==> config.mk <==
export PLATFORM = sky130hd
export DESIGN_NAME = writeback_queue
export DESIGN_NICKNAME = d
export VERILOG_FILES = /design/src/rtl/writeback_pkg.sv /design/src/rtl/wb_fifo.sv /design/src/rtl/writeback_queue.sv
export SDC_FILE = /design/constraint.sdc
export NUM_CORES = 1
export LEC_CHECK = 0
export ABC_CLOCK_PERIOD_IN_PS = 4800
export BUFFER_PORTS_ARGS = -buffer_cell sky130_fd_sc_hd__buf_2
export CORE_MARGIN = 3
export CORE_UTILIZATION = 40
export DETAILED_ROUTE_END_ITERATION = 16
export PLACE_DENSITY = 0.65
export SYNTH_ARGS = -nofsm -noshare
export SYNTH_HDL_FRONTEND = slang
export SYNTH_SLANG_ARGS = --single-unit
==> constraint.sdc <==
create_clock -name clk_i -period 4.8 [get_ports clk_i]
set_input_delay 0.72 -clock clk_i [delete_from_list [all_inputs] [get_ports clk_i]]
set_output_delay 0.72 -clock clk_i [all_outputs]
set_load 0.01 [all_outputs]
==> src/rtl/writeback_pkg.sv <==
// Shared types for the register-file write-side queue.
package writeback_pkg;

  localparam int DATA_W = 32;
  localparam int ADDR_W = 5;

  typedef struct packed {
    logic [ADDR_W-1:0] addr;
    logic [DATA_W-1:0] data;
  } wb_entry_t;

endpackage

==> src/rtl/wb_fifo.sv <==
// Circular buffer of write-back entries: up to two pushes and one pop per cycle.
module wb_fifo
  import writeback_pkg::*;
#(
  parameter int DEPTH = 4,
  parameter int CNT_W = $clog2(DEPTH + 1)
) (
  input  logic             clk_i,
  input  logic             rst_i,
  input  logic [1:0]       push_n_i,
  input  wb_entry_t        push0_i,
  input  wb_entry_t        push1_i,
  input  logic             pop_i,
  output wb_entry_t        head_o,
  output logic [CNT_W-1:0] count_o,
  output wb_entry_t        entries_o [DEPTH],
  output logic [DEPTH-1:0] valid_o
);

  localparam int PTR_W = $clog2(DEPTH);

  wb_entry_t        mem_r [DEPTH];
  logic [PTR_W-1:0] wr_ptr_r;
  logic [PTR_W-1:0] rd_ptr_r;
  logic [PTR_W-1:0] wr_ptr1_s;
  logic [CNT_W-1:0] count_r;

  assign wr_ptr1_s = wr_ptr_r + PTR_W'(1);

  // Storage, pointers and occupancy; pointers wrap naturally since DEPTH is a power of two.
  always_ff @(posedge clk_i or negedge rst_i) begin
    if (!rst_i) begin
      wr_ptr_r <= '0;
      rd_ptr_r <= '0;
      count_r  <= '0;
      for (int i = 0; i < DEPTH; i++) begin
        mem_r[i] <= '0;
      end
    end else begin
      if (push_n_i != 2'd0) begin
        mem_r[wr_ptr_r] <= push0_i;
      end
      if (push_n_i == 2'd2) begin
        mem_r[wr_ptr1_s] <= push1_i;
      end
      wr_ptr_r <= wr_ptr_r + PTR_W'(push_n_i);
      rd_ptr_r <= rd_ptr_r + PTR_W'(pop_i);
      count_r  <= count_r + CNT_W'(push_n_i) - CNT_W'(pop_i);
    end
  end

  // Slot i is occupied when its distance from the read pointer is below the count.
  always_comb begin
    logic [PTR_W-1:0] off_s;
    off_s   = '0;
    valid_o = '0;
    for (int i = 0; i < DEPTH; i++) begin
      off_s      = PTR_W'(i) - rd_ptr_r;
      valid_o[i] = (CNT_W'(off_s) < count_r);
    end
  end

  assign head_o    = mem_r[rd_ptr_r];
  assign count_o   = count_r;
  assign entries_o = mem_r;

endmodule

==> src/rtl/writeback_queue.sv <==
// Register-file write front end: merges ALU and long-latency results in order
// onto the single write port and publishes a pending-write mask for hazard stalls.
module writeback_queue #(
  parameter int  DEPTH  = 4,
  parameter int  DATA_W = writeback_pkg::DATA_W,
  parameter int  ADDR_W = writeback_pkg::ADDR_W,
  localparam int CNT_W  = $clog2(DEPTH + 1)
) (
  input  logic              clk_i,
  input  logic              rst_i,
  input  logic              alu_valid_i,
  input  logic [ADDR_W-1:0] alu_addr_i,
  input  logic [DATA_W-1:0] alu_data_i,
  output logic              alu_ready_o,
  input  logic              lu_valid_i,
  input  logic [ADDR_W-1:0] lu_addr_i,
  input  logic [DATA_W-1:0] lu_data_i,
  output logic              lu_ready_o,
  output logic              RegWrite_o,
  output logic [ADDR_W-1:0] RDaddr_o,
  output logic [DATA_W-1:0] RDdata_o,
  output logic [31:0]       busy_mask_o,
  output logic [CNT_W-1:0]  count_o
);
  import writeback_pkg::*;

  wb_entry_t         alu_ent_s;
  wb_entry_t         lu_ent_s;
  wb_entry_t         head_s;
  wb_entry_t         push0_s;
  wb_entry_t         push1_s;
  wb_entry_t         out_s;
  wb_entry_t         entries_s [DEPTH];
  logic [DEPTH-1:0]  valid_s;
  logic [CNT_W-1:0]  count_s;
  logic [1:0]        push_n_s;
  logic              pop_s;
  logic              fifo_pop_s;
  logic              ready_s;
  logic              alu_take_s;
  logic              lu_take_s;
  logic              reg_write_r;
  logic [ADDR_W-1:0] rd_addr_r;
  logic [DATA_W-1:0] rd_data_r;
  logic [31:0]       mask_s;

  // Worst case two accepts and one pop from DEPTH-2 still fits.
  assign ready_s    = (count_s <= CNT_W'(DEPTH - 2));
  assign alu_take_s = alu_valid_i && ready_s && (alu_addr_i != '0);
  assign lu_take_s  = lu_valid_i  && ready_s && (lu_addr_i  != '0);

  assign alu_ent_s.addr = alu_addr_i;
  assign alu_ent_s.data = alu_data_i;
  assign lu_ent_s.addr  = lu_addr_i;
  assign lu_ent_s.data  = lu_data_i;

  // Route the oldest result to the port; an empty queue lets the first new result bypass.
  always_comb begin
    push_n_s   = 2'd0;
    push0_s    = alu_ent_s;
    push1_s    = lu_ent_s;
    pop_s      = 1'b0;
    fifo_pop_s = 1'b0;
    out_s      = head_s;
    if (count_s != '0) begin
      pop_s      = 1'b1;
      fifo_pop_s = 1'b1;
      push_n_s   = {1'b0, alu_take_s} + {1'b0, lu_take_s};
      push0_s    = alu_take_s ? alu_ent_s : lu_ent_s;
    end else if (alu_take_s) begin
      pop_s    = 1'b1;
      out_s    = alu_ent_s;
      push_n_s = {1'b0, lu_take_s};
      push0_s  = lu_ent_s;
    end else if (lu_take_s) begin
      pop_s = 1'b1;
      out_s = lu_ent_s;
    end else begin
      pop_s = 1'b0;
    end
  end

  wb_fifo #(
    .DEPTH (DEPTH),
    .CNT_W (CNT_W)
  ) u_fifo (
    .clk_i     (clk_i),
    .rst_i     (rst_i),
    .push_n_i  (push_n_s),
    .push0_i   (push0_s),
    .push1_i   (push1_s),
    .pop_i     (fifo_pop_s),
    .head_o    (head_s),
    .count_o   (count_s),
    .entries_o (entries_s),
    .valid_o   (valid_s)
  );

  // Write-port registers; address and data hold their last value while idle.
  always_ff @(posedge clk_i or negedge rst_i) begin
    if (!rst_i) begin
      reg_write_r <= 1'b0;
      rd_addr_r   <= '0;
      rd_data_r   <= '0;
    end else if (pop_s) begin
      reg_write_r <= 1'b1;
      rd_addr_r   <= out_s.addr;
      rd_data_r   <= out_s.data;
    end else begin
      reg_write_r <= 1'b0;
    end
  end

  // Pending-write mask over buffered entries and the write in flight.
  always_comb begin
    mask_s = '0;
    if (reg_write_r) begin
      mask_s[rd_addr_r] = 1'b1;
    end
    for (int i = 0; i < DEPTH; i++) begin
      if (valid_s[i]) begin
        mask_s[entries_s[i].addr] = 1'b1;
      end
    end
    mask_s[0] = 1'b0;
  end

  assign alu_ready_o = ready_s;
  assign lu_ready_o  = ready_s;
  assign RegWrite_o  = reg_write_r;
  assign RDaddr_o    = rd_addr_r;
  assign RDdata_o    = rd_data_r;
  assign busy_mask_o = mask_s;
  assign count_o     = count_s;

endmodule

==> Yosys cells after proc, flatten, opt, wreduce, memory -nomap -nowiden <==
Cells that the tools add are included.
W data, S select, Z words.
{ "word_totals": {"out_inout_bits": 75, "reg_bits": 193, "romBits": 0, "word_cells": 106, "mem_count": 0, "ram_bits": 0, "latchBits": 0, "inputBits": 78} }
{ "classes": {"div": 0, "n_lt_le_gt_ge": 20, "bitwise_logic": 7, "reduce_logical": 15, "n_eq_ne": 1, "muxes": 39, "n_shift": 0, "n_mul": 0, "n_addsub": 10} }
{ "ops": {"columns": ["operator", "n"], "rows": [
  ["$mux W37", 10],
  ["$bwmux W148", 2],
  ["$mux W148", 2],
  ["$mux W32", 5],
  ["$demux W37 S2", 2],
  ["$or A32 B32 Y32", 4],
  ["$bmux W37 S2", 1],
  ["$lt A5 B6 Y1 const B", 5],
  ["$demux W1 S5", 5],
  ["$ge A5 B1 Y1 const B", 5],
  ["$lt A2 B3 Y1", 4],
  ["$logic_and A1 B1 Y1", 11],
  ["$mux W1", 11],
  ["$reduce_bool A5 Y1", 2],
  ["$ge A3 B3 Y1 const B", 3],
  ["$not A2 Y3", 3],
  ["$lt A3 B1 Y1 const B", 2],
  ["$sub A1 B2 Y2 const A", 2],
  ["$sub A2 B2 Y2 const A", 2],
  ["$add A3 B2 Y3", 1],
  ["$le A3 B2 Y1 const B", 1],
  ["$reduce_bool A3 Y1", 1],
  ["$sub A3 B1 Y3", 1],
  ["$add A1 B1 Y2", 1],
  ["6 further kinds", 6]
]} }

==> Longest topological paths before layout <==
Gate-level depths: netlist of run 1.
{ "depth": {"word_depth": 13, "ltp_mapped": 16, "mapped_depth_nobuf": 12} }

==> By module <==
From an unflattened synthesis of run 1, not the netlist that was laid out.
{ "hier_totals": {"cells_unflattened": 1410, "hier_area_um2": 12690.9} }
{ "by_module_without_submodules": {"columns": ["module", "cells_per_inst", "n_inst", "seq_area_each_um2", "area_each_um2"], "rows": [
  ["wb_fifo", 886, 1, 3878.7, 8460.6],
  ["writeback_queue", 524, 1, 950.9, 4230.3]
]} }

==> Worst setup path before layout of run 1 <==
OpenSTA, ideal clock, no wires.
{ "synth_path": {"path_kind": "input to register", "start": "input port lu_addr_i[0]", "end": "register u_fifo.mem_r, in the netlist u_fifo.entries_o[100]", "n_path_buf": 5, "required_time_ns": 4.674, "path_slack_ns": 0.768, "setup_time_ns": 0.126, "arrival_time_ns": 3.906, "path_stages": 13, "path_cell_list": "clkbuf_1 or4_1 o21ai_1 buf_2 buf_2 ha_1 nand2b_1 or3_1 clkbuf_1 a21boi_1 clkbuf_1 and2_1 a221o_1"} }
{ "synth_between": {"elab_chain_cells": 8, "word_cells_on_any_way": 10, "classes_between": "1 x add/sub; 1 x eq/ne; 5 x mux; 3 x reduce/logical"} }
{ "synth_rtl": {"columns": ["element", "line_no", "text"], "rows": [
  ["start: declaration", "writeback_queue.sv:16", "input logic [ADDR_W-1:0] lu_addr_i,"],
  ["$reduce_bool A5 Y1 (*)", "writeback_queue.sv:50", "assign lu_take_s = lu_valid_i && ready_s && (lu_addr_i != '0);"],
  ["$logic_and A1 B1 Y1 (*)", "writeback_queue.sv:50", null],
  ["$add A1 B1 Y2 or $mux W1 (tied branches)", "writeback_queue.sv:68, writeback_queue.sv:70", null],
  ["$mux W2 (*)", "writeback_queue.sv:65", "if (count_s != '0) begin"],
  ["$reduce_bool A2 Y1", "wb_fifo.sv:40", "if (push_n_i != 2'd0) begin"],
  ["$mux W148", "wb_fifo.sv:40", null],
  ["$bwmux W148", "wb_fifo.sv:44", "mem_r[wr_ptr1_s] <= push1_i;"],
  ["$mux W148 (*)", "wb_fifo.sv:43", "if (push_n_i == 2'd2) begin"],
  ["end signal: indexed assignment", "wb_fifo.sv:41", "mem_r[wr_ptr_r] <= push0_i;"],
  ["end signal: indexed assignment", "wb_fifo.sv:44", null],
  ["end: declaration", "wb_fifo.sv:22", "wb_entry_t mem_r [DEPTH];"]
]} }
Every way passes the cells marked *; elsewhere a longest branch is shown, timed or not.
A chain may end at the register's enable or synchronous reset.

==> Final worst setup path of run 1 <==
{ "layout_path": {"start": "register u_fifo.rd_ptr_r[1]", "end": "output port busy_mask_o[28]"} }
{ "layout_between": {"elab_chain_cells": 9, "word_cells_on_any_way": 15, "classes_between": "4 x add/sub; 4 x order compare; 4 x mux; 3 x bitwise"} }
{ "layout_rtl": {"columns": ["element", "line_no", "text"], "rows": [
  ["start: declaration", "wb_fifo.sv:24", "logic [PTR_W-1:0] rd_ptr_r;"],
  ["start signal: assignment", "wb_fifo.sv:47", "rd_ptr_r <= rd_ptr_r + PTR_W'(pop_i);"],
  ["$sub A1 B2 Y2", "wb_fifo.sv:58", "off_s = PTR_W'(i) - rd_ptr_r;"],
  ["$lt A2 B3 Y1", "wb_fifo.sv:59", "valid_o[i] = (CNT_W'(off_s) < count_r);"],
  ["$mux W32", "writeback_queue.sv:121", "if (valid_s[i]) begin"],
  ["$or A32 B32 Y32 (no line)", null, null],
  ["$mux W32", "writeback_queue.sv:121", null],
  ["$or A32 B32 Y32 (no line)", null, null],
  ["$mux W32", "writeback_queue.sv:121", null],
  ["$or A32 B32 Y32 (no line)", null, null],
  ["$mux W32 (*)", "writeback_queue.sv:121", null],
  ["end: declaration", "writeback_queue.sv:22", "output logic [31:0] busy_mask_o,"]
]} }
Marks and branches as above.

==> reports/metrics.yaml, run 1 <==
die:
  ios: 153
  start_util_pct: 41.21
  rows: 62
  die_width_microns: 179.1
  die-area_sq_mm: 0.03208
  core_area_sq_mm: 0.02909
  die_h_microns: 179.1
synth:
  ys_seq_elements: 193
  synth_top_cell_by_area: "dfrtp_1"
  synth_area_leaders: "dfrtp_1 (40%), a221o_1 (9.7%), mux4_2 (7.0%)"
  synth_edf_count: 0
  synthArstFlopShare_pct: 100.0
  synth_fp_nets: 1232
  synthMuxAreaShare_pct: 10.73
  syn_inst: 1141
  synth_top_area_share_pct: 40.29
  syn_area_per_cell_sq_um: 10.51
  synthXorXnorAreaFrac_pct: 0.4384
  synth_top_family_by_area: "compound AO/OA/AOI/OAI gates"
  synth.distinct_cells: 67
  synth_ff_type: "dfrtp_1"
  syn_area_sq_mm: 0.01199
  yosys.area_share.simple_pct: 16.12
  yosysWarnings: 0
  synth-compound-area-share_pct: 26.12
  synth_seq_area_share_pct: 40.29
  synth_fa_ha_area_share_pct: 1.419
critical_path:
  crit_path_max_incr_delay_ps: 600
  worstPathRequired_ps: 4080
  worstPathCellList: "xnor2_1 > ha_1 > nor2b_1 > a211oi_1 > nand3_1 > o22a_1 > o211ai_1 > buf_2"
  crit_type: "reg -> out"
  crit_arrival_ps: 3240
  path_max_fanout: 6
  crit_path_end_kind: "output port"
  cp-start-kind: "register"
  crit_path_top_delay_cell: "a211oi_1"
finish:
  layout.nets: 1336
  final_common_cell: "dfrtp_1"
  area.sequential_sq_mm: 0.004832
  fin_util_pct: 47.32
  design_area_sq_mm: 0.01377
  final_cell_mix: "dfrtp_1 (191), buf_2 (150), a221o_1 (116), and2_1 (108), nand3_1 (56)"
  area_growth_pct: 14.83
  nFillCells: 2720
  multi_input_area_sq_mm: 0.006659
  drive_above_1_share_pct: 22.89
route:
  final_antenna_net_count: 0
  drc: 0
  routed_wl_mm: 41.95
  wire_per_inst_microns: 25.46
  dr.pass1.iters: 7
  vias_per_cell: 6.667
  drt_iter0_markers: 1124
  dr_total_vias: 10990
timing:
  fin_crit_sh_pct: 82.41
  slew_violations: 0
  relSlewSlack_pct: 27.54
  rsz0062_at_grt: "no"
  hold_viol: 0
  finalSetupTns_ps: 0
  fmax_ghz: 0.2528
  finalCriticalPeriod_ps: 3956
  skew_ps: 12.93
  final-setup-viol-count: 0
  worst_pin_slew_ps: 1087
global_route:
  overflow: 0
  grt_pass1_vias: 11020
  grtUsageTotal_pct: 26.15
  grt_pass1_wl_mm: 64.80
  grt_max_degree: 112
  antenna_found_initial: 8
clock_tree:
  post_cts_buffers: 0
  cts_tree: "built"
  root_buffer: "clkbuf_16"
  numCtsBuffers: 17
  clkLatencyLatePin_ps: 440
  clkTransAtPathRegs_ps: 80
  cts-htree-levels: 4
  cts_sinks: 193
  clk_path_buf_depth: 2
  cts_hold_buffers: 0
  ctsResizeCount: 0
power_and_ir_drop:
  ir_worst_vdd_v: 0.0003224
  p_leak_uw: 0.006236
  power.total_uw: 10550
  powerDensity_mw_per_mm2: 766.2
job:
  max_cap_violations: 0
place:
  place_area_sq_mm: 0.01313
  gp_congestion: 1.005
  post-dp-hpwl_mm: 27.40
  io_buffers: 151
hold_path:
  min_path_type: "in -> async"
outcome:
  outcome: "finished, final reports clean"
synthesized netlist by cell type, types with 6 or more instances:
library cell / instances
dfrtp_1: 193
a221o_1: 116
and2_1: 108
clkbuf_1: 58
nand3_1: 56
nand2_1: 45
mux2i_1: 43
mux4_2: 37
nor2_1: 36
o22ai_1: 35
a22oi_1: 34
o211ai_1: 34
a21o_1: 33
a22o_1: 32
a21oi_1: 28
or3_1: 24
nor2b_1: 20
o21ai_0: 19
nand2b_1: 17
inv_1: 16
buf_2: 13
buf_6: 13
buf_1: 12
ha_1: 12
o32ai_1: 7
and3_1: 6
or2_2: 6
power by group:
group / internal (uW) / total, uW / switching (uW) / leakage, uW
Clock: 757 / 1500 / 745 / 0.000297
Sequential: 2400 / 3100 / 697 / 0.00240
Combinational: 2720 / 5940 / 3220 / 0.00354
Total: 5880 / 10500 / 4660 / 0.00624
worst max-delay path: cells and delay by family, from the launching register on:
family | cells | cell delay (ps)
buf+inv | 1 | 180
fa+ha+maj | 1 | 300
xor+xnor | 1 | 350
compound gates | 3 | 1010
flops | 1 | 420
simple gates | 2 | 540
state kept, by name, indices dropped and copies added (netlist names):
register          cells
u_fifo.entries_o    148
RDdata_o             32
RDaddr_o              5
u_fifo.count_o        3
u_fifo.rd_ptr_r       2
u_fifo.wr_ptr_r       2
RegWrite_o            1
metal layers:
layer	vias to the layer above	GRT usage (%)	routed length (microns)
li1	4691	-	-
met1	5513	34.48	16830
met2	650	41.89	19660
met3	125	4.913	3764
met4	8	11.82	1646
met5	-	0	53
stage by stage:
| step | std cells | hold slack (ps) | setup WS (ps) |
|---|---|---|---|
| floorplan | 1141 | 424.4 | 768.0 |
| global placement | 1610 | 509.0 | 633.0 |
| detailed placement | 1610 | 511.4 | 588.0 |
| CTS | 1642 | 440.9 | 852.9 |
| global route | 1646 | 470.7 | 581.0 |
| finish | 1648 | 419.7 | 844.5 |
cell type report:
type | instances | area share (%)
Inverter | 18 | 0.5090
Tap cell | 384 | 3.490
Antenna cell | 6 | 0.1091
Multi-Input combinational cell | 829 | 48.37
Clock buffer | 17 | 3.090
Timing Repair Buffer | 186 | 7.917
Sequential cell | 193 | 35.10
Clock inverter | 15 | 1.409
logic make-up (layout without fill, tap and decap cells):
family	Yosys count	count (layout)
flip-flops	193	193
other	1	7
multiplexers	81	81
XOR/XNOR	6	6
buffers and inverters	119	236
adder cells (fa/ha/maj)	13	13
AO/OA/AOI/OAI	381	381
AND/OR/NAND/NOR	347	347
worst paths after layout:
path,start,endpoint,slack [ps],cells past startpoint
hold / removal,rst_i,RDdata_o[29],420,1
setup / recovery,u_fifo.rd_ptr_r[1],busy_mask_o[28],840,8
setup reg to reg,u_fifo.count_o[1],u_fifo.entries_o[12],920,12
hold reg to reg,RDdata_o[28],RDdata_o[28],530,2
max in group asynchronous,rst_i,u_fifo.entries_o[142],3400,2
min in group clk_i,RDdata_o[28],RDdata_o[28],530,2
No activity file was read; power rests on OpenSTA's default activity.
==> run 2: changes to the inputs <==
Settings changed: ABC_CLOCK_PERIOD_IN_PS 4800 to 3700.
Clock period 4.8 ns to 3.7 ns, I/O delays scaled along.
==> reports/metrics.yaml, run 2 (synthesized netlist as in run 1, its figures left out) <==
critical_path:
  setup.reg_to_reg.worst_slack_ps: 320  # -600 ps
  crit_path_end_kind: "output port"
  critical_path.reg2reg.startpoint: "u_fifo.count_o[0]"
  r2r_cells: 10  # -2
  worstPathRequired_ps: 3140  # -940 ps
  worstPathCellList: "buf_4 > inv_1 > ha_1 > a211o_1 > and3b_1 > nand2_1 > o22ai_1 > or3_1 > buf_2"
  cp-start-kind: "register"
  crit_arrival_ps: 3060  # -180 ps
  r2r_end: "u_fifo.entries_o[94]"
  crit_path_max_incr_delay_ps: 410  # -190 ps
  crit_path_top_delay_cell: "or3_1"
  crit_path_start: "u_fifo.count_o[1]"
  path_max_fanout: 7  # +1
  crit_type: "reg -> out"
  critical_path.endpoint: "busy_mask_o[17]"
finish:
  area_growth_pct: 15.68
  largest_reg_flops: 148  # unchanged
  fin_util_pct: 47.67  # +0.35 points
  layout.nets: 1352  # +1.2%
  final_cell_mix: "dfrtp_1 (191), buf_2 (150), a221o_1 (116), and2_1 (108), nand3_1 (56)"
  final_common_cell: "dfrtp_1"
  design_area_sq_mm: 0.01387  # +0.74%
  drive_above_1_share_pct: 24.02  # +1.1 points
  final_cells: 1660  # +0.73%
place:
  io_buffers: 151  # unchanged
  gp_congestion: 0.9581  # -4.7%
  place_area_sq_mm: 0.01327  # +1.0%
  post-dp-hpwl_mm: 28.30  # +3.3%
  place_inst: 1626  # +0.99%
  pre_cts_ws_ps: 268.9  # -319.1 ps
route:
  drt_iter0_markers: 1047  # -6.9%
  drc: 0  # unchanged
  wire_per_inst_microns: 25.33  # -0.48%
  dr.pass1.iters: 5  # -2
  dr_total_vias: 10960  # -0.25%
  vias_per_cell: 6.602  # -0.97%
  final_antenna_net_count: 0  # unchanged
  routed_wl_mm: 42.06  # +0.25%
outcome:
  outcome: "finished, final reports clean"
clock_tree:
  clkTransAtPathRegs_ps: 80  # about the same
  cts_tree: "built"
  cts_sinks: 193  # unchanged
  numCtsBuffers: 17  # unchanged
  post_cts_buffers: 0  # unchanged
  clk_path_buf_depth: 2  # unchanged
  cts-htree-levels: 4  # unchanged
  cts_hold_buffers: 0  # unchanged
  clkLatencyLatePin_ps: 450  # about the same
  root_buffer: "clkbuf_16"
timing:
  finalCriticalPeriod_ps: 3618
  fin_crit_sh_pct: 97.78
  skew_ps: 21.11  # +8.179 ps
  worst_pin_slew_ps: 1283  # +196.3 ps
  slew_violations: 0  # unchanged
  rsz0062_at_grt: "yes"
  final-setup-viol-count: 0  # unchanged
  relSlewSlack_pct: 13.37  # -14 points
  fmax_ghz: 0.2764
  hold_viol: 0  # unchanged
  finalWorstSetupSlack_ps: 82.14  # -762.3 ps
job:
  max_cap_violations: 0  # unchanged
global_route:
  grt_max_degree: 106  # -5.4%
  antenna_found_initial: 7  # -1
  grt_pass1_vias: 11010  # -0.082%
  top_usage_layer: "met2"
  grt_pass1_wl_mm: 64.94  # +0.21%
  gr-usage-met2_pct: 42.35  # +0.46 points
  grt_util_met1_pct: 34.66  # +0.18 points
  met3_usage_pct: 4.024  # -0.89 points
  grtUsageTotal_pct: 26.21  # +0.057 points
  overflow: 0  # unchanged
die:
  ios: 153  # unchanged
  rows: 62  # unchanged
  die-area_sq_mm: 0.03208  # unchanged
  start_util_pct: 41.21  # unchanged
  die_width_microns: 179.1  # unchanged
  die_h_microns: 179.1  # unchanged
  core_area_sq_mm: 0.02909  # unchanged
power_and_ir_drop:
  ir_worst_vdd_v: 0.0004749  # +47%
  powerDensity_mw_per_mm2: 985.3  # +29%
  p_leak_uw: 0.006310  # +1.2%
hold_path:
  min_path_type: "in -> async"
run 2: layout make-up:
class	count	area [sq um]
Inverter	18	70.07
Clock inverter	14	157.7
Timing Repair Buffer	202	1222
Tap cell	384	480.5
Antenna cell	2	5.005
Sequential cell	193	4832
Multi-Input combinational cell	829	6670
Fill cell	2719	15220
Clock buffer	18	429.2
run 2: through the flow:
step	power (uW)	hold slack, ps	TNS [ps]
after floorplan	9201	259.4	0
after global placement	11600	510.0	0
after detailed placement	11720	515.1	0
after CTS	13610	248.5	0
after global routing	14600	267.4	-2.292
final	13660	190.6	0
run 2: worst min path at each step:
| stage | startpoint | end |
|---|---|---|
| floorplan | rst_i | RDaddr_o[0] |
| CTS | rst_i | RDdata_o[29] |
| global route | rst_i | RDdata_o[29] |
| detailed placement | RDdata_o[17] | RDdata_o[17] |
| global placement | RDdata_o[29] | RDdata_o[29] |
| finish | rst_i | RDdata_o[29] |
run 2: routing by layer:
| metal | up-vias | share of wire [%] |
|---|---|---|
| met4 | 10 | 4.1 |
| li1 | 4717 | - |
| met5 | - | 0.13 |
| met2 | 587 | 48 |
| met1 | 5507 | 42 |
| met3 | 139 | 6.5 |
run 2: worst max-delay path: cells and delay by family, from the launching register on:
kind | cells | cell delay (ps)
AO/OA/AOI/OAI | 2 | 430
adder cells (fa/ha/maj) | 1 | 300
buffers and inverters | 3 | 520
flip-flops | 1 | 390
AND/OR/NAND/NOR | 3 | 970
run 2: repair_timing:
item	in CTS	in global routing
endpoints found under the setup margin	0	9
gates resized for setup	0	3
endpoints found under the hold margin	0	0
run 2: power by group:
group          total [uW]  internal [uW]  switching (uW)  leakage (uW)
Sequential           3980           3120             859       0.00240
Clock                1850            911             938      0.000288
Combinational        7840           3600            4240       0.00362
